<file path="src/rtl/csp_split_pkg.sv">
// Shared constants and helpers for the N-way CSP split.
package csp_split_pkg;

  localparam int ERR_W = 8;

  function automatic int clog2(input int v);
    int r;
    r = 0;
    for (int i = 0; i < 31; i++) begin
      if ((1 << i) < v) r = i + 1;
    end
    return r;
  endfunction

endpackage

</file>
<file path="src/rtl/csp_split_slot.sv">
// One-entry output buffer: a full flag plus a data register.
module csp_split_slot #(
  parameter int WIDTH = 8
) (
  input  logic             clk,
  input  logic             reset,
  input  logic             load_i,
  input  logic             drain_i,
  input  logic [WIDTH-1:0] data_i,
  output logic             full_o,
  output logic [WIDTH-1:0] data_o
);

  logic             full_q, full_d;
  logic [WIDTH-1:0] data_q, data_d;

  // A load always wins over a drain; callers only load when the slot can accept.
  always_comb begin
    full_d = load_i | (full_q & ~drain_i);
    data_d = load_i ? data_i : data_q;
  end

  always_ff @(posedge clk or posedge reset) begin
    if (reset) begin
      full_q <= 1'b0;
      data_q <= '0;
    end else begin
      full_q <= full_d;
      data_q <= data_d;
    end
  end

  assign full_o = full_q;
  assign data_o = data_q;

endmodule

</file>
<file path="src/rtl/csp_split_n.sv">
// N-way CSP split: routes a data token to the selected output slot, or to all in broadcast.
module csp_split_n
  import csp_split_pkg::*;
#(
  parameter int WIDTH = 8,
  parameter int NOUT  = 4,
  parameter bit BCAST = 1'b0,
  localparam int SEL_W = clog2(NOUT + 1)
) (
  input  logic                  clk,
  input  logic                  reset,
  input  logic [WIDTH-1:0]      in_data,
  input  logic                  in_valid,
  output logic                  in_ready,
  input  logic [SEL_W-1:0]      sel,
  input  logic                  sel_valid,
  output logic                  sel_ready,
  output logic [NOUT*WIDTH-1:0] out_data,
  output logic [NOUT-1:0]       out_valid,
  input  logic [NOUT-1:0]       out_ready,
  output logic [ERR_W-1:0]      err_cnt
);

  function automatic logic [ERR_W-1:0] sat_inc(input logic [ERR_W-1:0] v);
    return (&v) ? v : v + 1'b1;
  endfunction

  logic [NOUT-1:0]  full;
  logic [NOUT-1:0]  can_accept;
  logic [NOUT-1:0]  sel_hit;
  logic [NOUT-1:0]  load;
  logic             legal, bcast_hit, route_ok, fire, drop;
  logic [ERR_W-1:0] err_q, err_d;

  // Decode via one-hot compare so out_ready of unaddressed outputs never gates fire.
  always_comb begin
    sel_hit = '0;
    for (int i = 0; i < NOUT; i++) begin
      sel_hit[i] = (sel == SEL_W'(i));
    end
    legal      = |sel_hit;
    bcast_hit  = BCAST && (sel == SEL_W'(NOUT));
    can_accept = ~full | out_ready;
    if (legal)          route_ok = |(sel_hit & can_accept);
    else if (bcast_hit) route_ok = &can_accept;
    else                route_ok = 1'b1;
    fire = in_valid & sel_valid & route_ok & ~reset;
    load = {NOUT{fire}} & (bcast_hit ? {NOUT{1'b1}} : sel_hit);
    drop = fire & ~legal & ~bcast_hit;
    err_d = drop ? sat_inc(err_q) : err_q;
  end

  always_ff @(posedge clk or posedge reset) begin
    if (reset) err_q <= '0;
    else       err_q <= err_d;
  end

  for (genvar g = 0; g < NOUT; g++) begin : g_slot
    csp_split_slot #(.WIDTH(WIDTH)) u_slot (
      .clk     (clk),
      .reset   (reset),
      .load_i  (load[g]),
      .drain_i (out_ready[g]),
      .data_i  (in_data),
      .full_o  (full[g]),
      .data_o  (out_data[g*WIDTH +: WIDTH])
    );
  end

  assign in_ready  = fire;
  assign sel_ready = fire;
  assign out_valid = full;
  assign err_cnt   = err_q;

endmodule

</file>
<file path="config.mk">
export PLATFORM = sky130hd
export DESIGN_NAME = csp_split_n
export DESIGN_NICKNAME = d
export VERILOG_FILES = /design/src/rtl/csp_split_pkg.sv /design/src/rtl/csp_split_slot.sv /design/src/rtl/csp_split_n.sv
export SDC_FILE = /design/constraint.sdc
export NUM_CORES = 1
export LEC_CHECK = 0
export ABC_AREA = 1
export CORE_UTILIZATION = 52
export CTS_BUF_LIST = sky130_fd_sc_hd__clkbuf_4 sky130_fd_sc_hd__clkbuf_8
export DETAILED_ROUTE_END_ITERATION = 12
export GPL_TIMING_DRIVEN = 0
export PLACE_DENSITY = 0.88
export SYNTH_ARGS = -nofsm -noshare
export SYNTH_HDL_FRONTEND = slang
export SYNTH_SLANG_ARGS = --single-unit
</file>
<file path="constraint.sdc">
create_clock -name clk -period 4.1 [get_ports clk]
set_input_delay 0.82 -clock clk [delete_from_list [all_inputs] [get_ports clk]]
set_output_delay 0.82 -clock clk [all_outputs]
set_load 0.01 [all_outputs]
</file>
==> key figures <==
Clock tree
  • Hold_buf cts: 0
  • Clock latency at the later pin of the worst-skew pair: approximately 0.30 ns
  • Resized Gates After CTS: 0
  • Clock input transition at the sequential cells of the worst setup and hold paths: 0.07 ns
  • Clock Sinks: 44
  • Bufs on Longest Clock Path: 2
  • Root buf cell: clkbuf_8
  • Number of setup buffers added after CTS: 0
  • H-tree depth: 2
  • CTS tree: done
  • CTS Buf Count: 5

Critical path
  • Crit. End Element: output pin
  • Reg2reg path depth: 7
  • Critical R2R Launch: err_cnt[0]
  • Largest fanout on the critical path: 6
  • Worst Path Arrival: approximately 2.7 ns
  • Startpoint Class: input pin
  • Reg2reg end: err_cnt[7]
  • Reg2reg setup slack: 2.63 ns
  • Critical path origin: sel[2]
  • Setup CP Type: input pin to output pin
  • Critical Path RT: around 3.3 ns
  • Crit path to: sel_ready

Run
  • Max_cap viols: 0

Outcome
  • Status: completed

Synthesis
  • Multiplexer share of the synthesized area: 0%
  • Simple-Gate Fraction of Synth Area: 35.78%
  • Sequential element share of the synthesized area: 52.57%
  • Synth Net Count: between 200 and 300
  • Post-synthesis cell type count: 27
  • Post-Synthesis Cells: 230
  • Synth Area in Compound Gates: ~2.1%
  • Xor/xnor share of the synthesized area: about 2.5%
  • Area leader, netlist: dfrtp_1
  • Synth top area share: 52.57%
  • Mean Syn Cell Area: between 9 and 10 um^2
  • Yosys warns: 0
  • Seq cells post-synth: 44
  • Area contributors post-synth: dfrtp_1 53%, nand2_1 15%, nand4_1 11%
  • Post-Synth Adder-Cell Area: 0.5974%
  • Main combinational cell family by area after synthesis: simple AND/OR/NAND/NOR gates
  • Mapped Area: 0.002095 mm^2

Final layout
  • Multi-input gate area: 858.3 um^2
  • Diode count: 0
  • Finished Cell Area: 0.002913 mm^2
  • Fillers: 273
  • Reg area: 0.001101 mm^2
  • Share of cells above drive strength 1: 11.55%
  • Final nets: 322
  • Layout area overhead: 39.07%

Timing
  • Sum Neg Setup Slack: 0 ns
  • Pins Over Slew Limit: 0
  • Worst-margin pin slew: between 0.6 and 0.7 ns
  • Final worst path period share: between 80% and 90%
  • RSZ-0062 raised after global routing: no
  • Fin. Hold Viols: 0
  • Fmax: roughly 280 MHz
  • Post-layout min period: 3.561 ns
  • # setup viols final: 0
  • Clock Skew: 0.006034 ns
  • Rel. slew slack: a little under three fifths

Floorplanning
  • Die area: ~0.0043 mm^2
  • # IOs: 65
  • # rows: 22
  • Initial Utilization: 55.54%
  • Die H: 65.47 um
  • Core ar.: 0.003771 mm^2
  • Horiz. Die Dim: 65.47 um

Place
  • Input/output buffers: between 60 and 70
  • Global placer's final weighted congestion: 0.8459
  • Placed cell area: 0.002815 mm^2
  • DP Wirelength: 3747 um

Global route
  • Number of global-route vias before repair: 1708
  • GRT Residual Overflow: 0
  • First-pass GRT wire length: 8100 um
  • Largest net degree at the start of global routing: 40
  • GRT Util Overall: approximately 26%
  • Initial antenna violation count: 0

Pwr
  • LEAKAGE: 1.393 nW
  • Power density over the cells: 428.7 mW/mm^2
  • VDD IR max: about 0.00034 V

Detailed routing
  • Vias post-DR: 1894
  • Total Wirelength: around 5000 um
  • DRC: 0
  • Pre-antenna DRT Iters: 4
  • Remaining antenna violation count after routing: 0
  • DR WL/cell: 14.34 um
  • Vias per cell: about 5.4
  • Initial drt markers: roughly 110

Min path
  • Hold WC Path Type: register to register
## synth_stat cells (all sizes together)
library cell	instances
a21boi	1
buf	8
clkbuf	3
clkinv	2
dfrtp	44
ha	1
inv	12
nand2	88
nand3	8
nand4	36
nor2	11
nor3	3
o21ai	5
o21bai	1
or2	1
xnor2	2
xor2	4
## worst min path at each step
stage	to	slack (ns)	cells past startpoint	start
after floorplan	g_slot[0].u_slot.full_o	0.47	2	g_slot[0].u_slot.full_o
after global placement	g_slot[2].u_slot.data_o[4]	0.45	2	g_slot[2].u_slot.data_o[4]
after detailed placement	g_slot[2].u_slot.data_o[3]	0.46	2	g_slot[2].u_slot.data_o[3]
after CTS	g_slot[2].u_slot.data_o[3]	0.48	2	g_slot[2].u_slot.data_o[3]
after global routing	g_slot[2].u_slot.data_o[3]	0.50	2	g_slot[2].u_slot.data_o[3]
final	g_slot[2].u_slot.data_o[3]	0.47	2	g_slot[2].u_slot.data_o[3]
## critical path, cell delays in order
cell and delay (ns):
clkdlybuf4s50_1 0.55, nor2_2 0.17, nand2_2 0.08, nor2_2 0.12
nor2_4 0.07, a21boi_0 0.25, buf_4 0.16, clkdlybuf4s50_1 0.52
## kinds of logic after synthesis
| kind of cell | after synthesis |
|---|---|
| and+or+nand+nor | 147 |
| AOI/OAI and AO/OA | 7 |
| adders and majority gates | 1 |
| DFF | 44 |
| buffers and inverters | 25 |
| xor gates and xnor gates | 6 |
## per-stage QoR
stage          setup WS, ns  hold slack [ns]  util [%]  power (mW)  cells
2_1_floorplan         1.386           0.4694         -      0.7383    230
3_3_place_gp         0.3351           0.4544     74.12      0.9486    342
3_5_place_dp         0.5300           0.4599     74.65      0.9665    343
4_1_cts              0.5243           0.4769     77.24       1.257    351
5_1_grt              0.4100           0.4956     77.24       1.313    351
6_report             0.5392           0.4705     77.24       1.249    351
## sequential cells by signal, indices dropped and copies added, names as in the netlist
| name | count |
|---|---|
| err_cnt | 8 |
| g_slot.u_slot.data_o | 32 |
| g_slot.u_slot.full_o | 4 |
## layout by cell type, fill, tap and decap left out, drive strengths merged, types with 5 or more instances in the layout
cell type	n
buf	9
clkdlybuf4s50	64
dfrtp	44
nand4	36
o21ai	5
nor2	11
nand3	8
nand2	88
inv	12
clkbuf	11
## power by group
| group | internal [mW] | switching (mW) | total, mW |
|---|---|---|---|
| combinational | 0.207 | 0.173 | 0.380 |
| clock | 0.151 | 0.140 | 0.290 |
| sequential | 0.513 | 0.0654 | 0.578 |
| total | 0.870 | 0.379 | 1.25 |
## cell type report
type | count | area share, %
clock buffer | 8 | 3.351
tap | 48 | 2.062
inverter | 14 | 1.804
buffer | 11 | 2.835
sequential | 44 | 37.80
multi-input combinational | 161 | 29.47
timing repair buffer | 65 | 22.68
## per-layer routing
layer	vias to the layer above	GRT usage [%]	share of wire (%)
li1	911	-	-
met1	915	34.18	44
met2	60	40.59	49
met3	8	6.944	6.1
met4	0	8.696	1.6
met5	-	0	0
(Power assumes the default switching activity.)
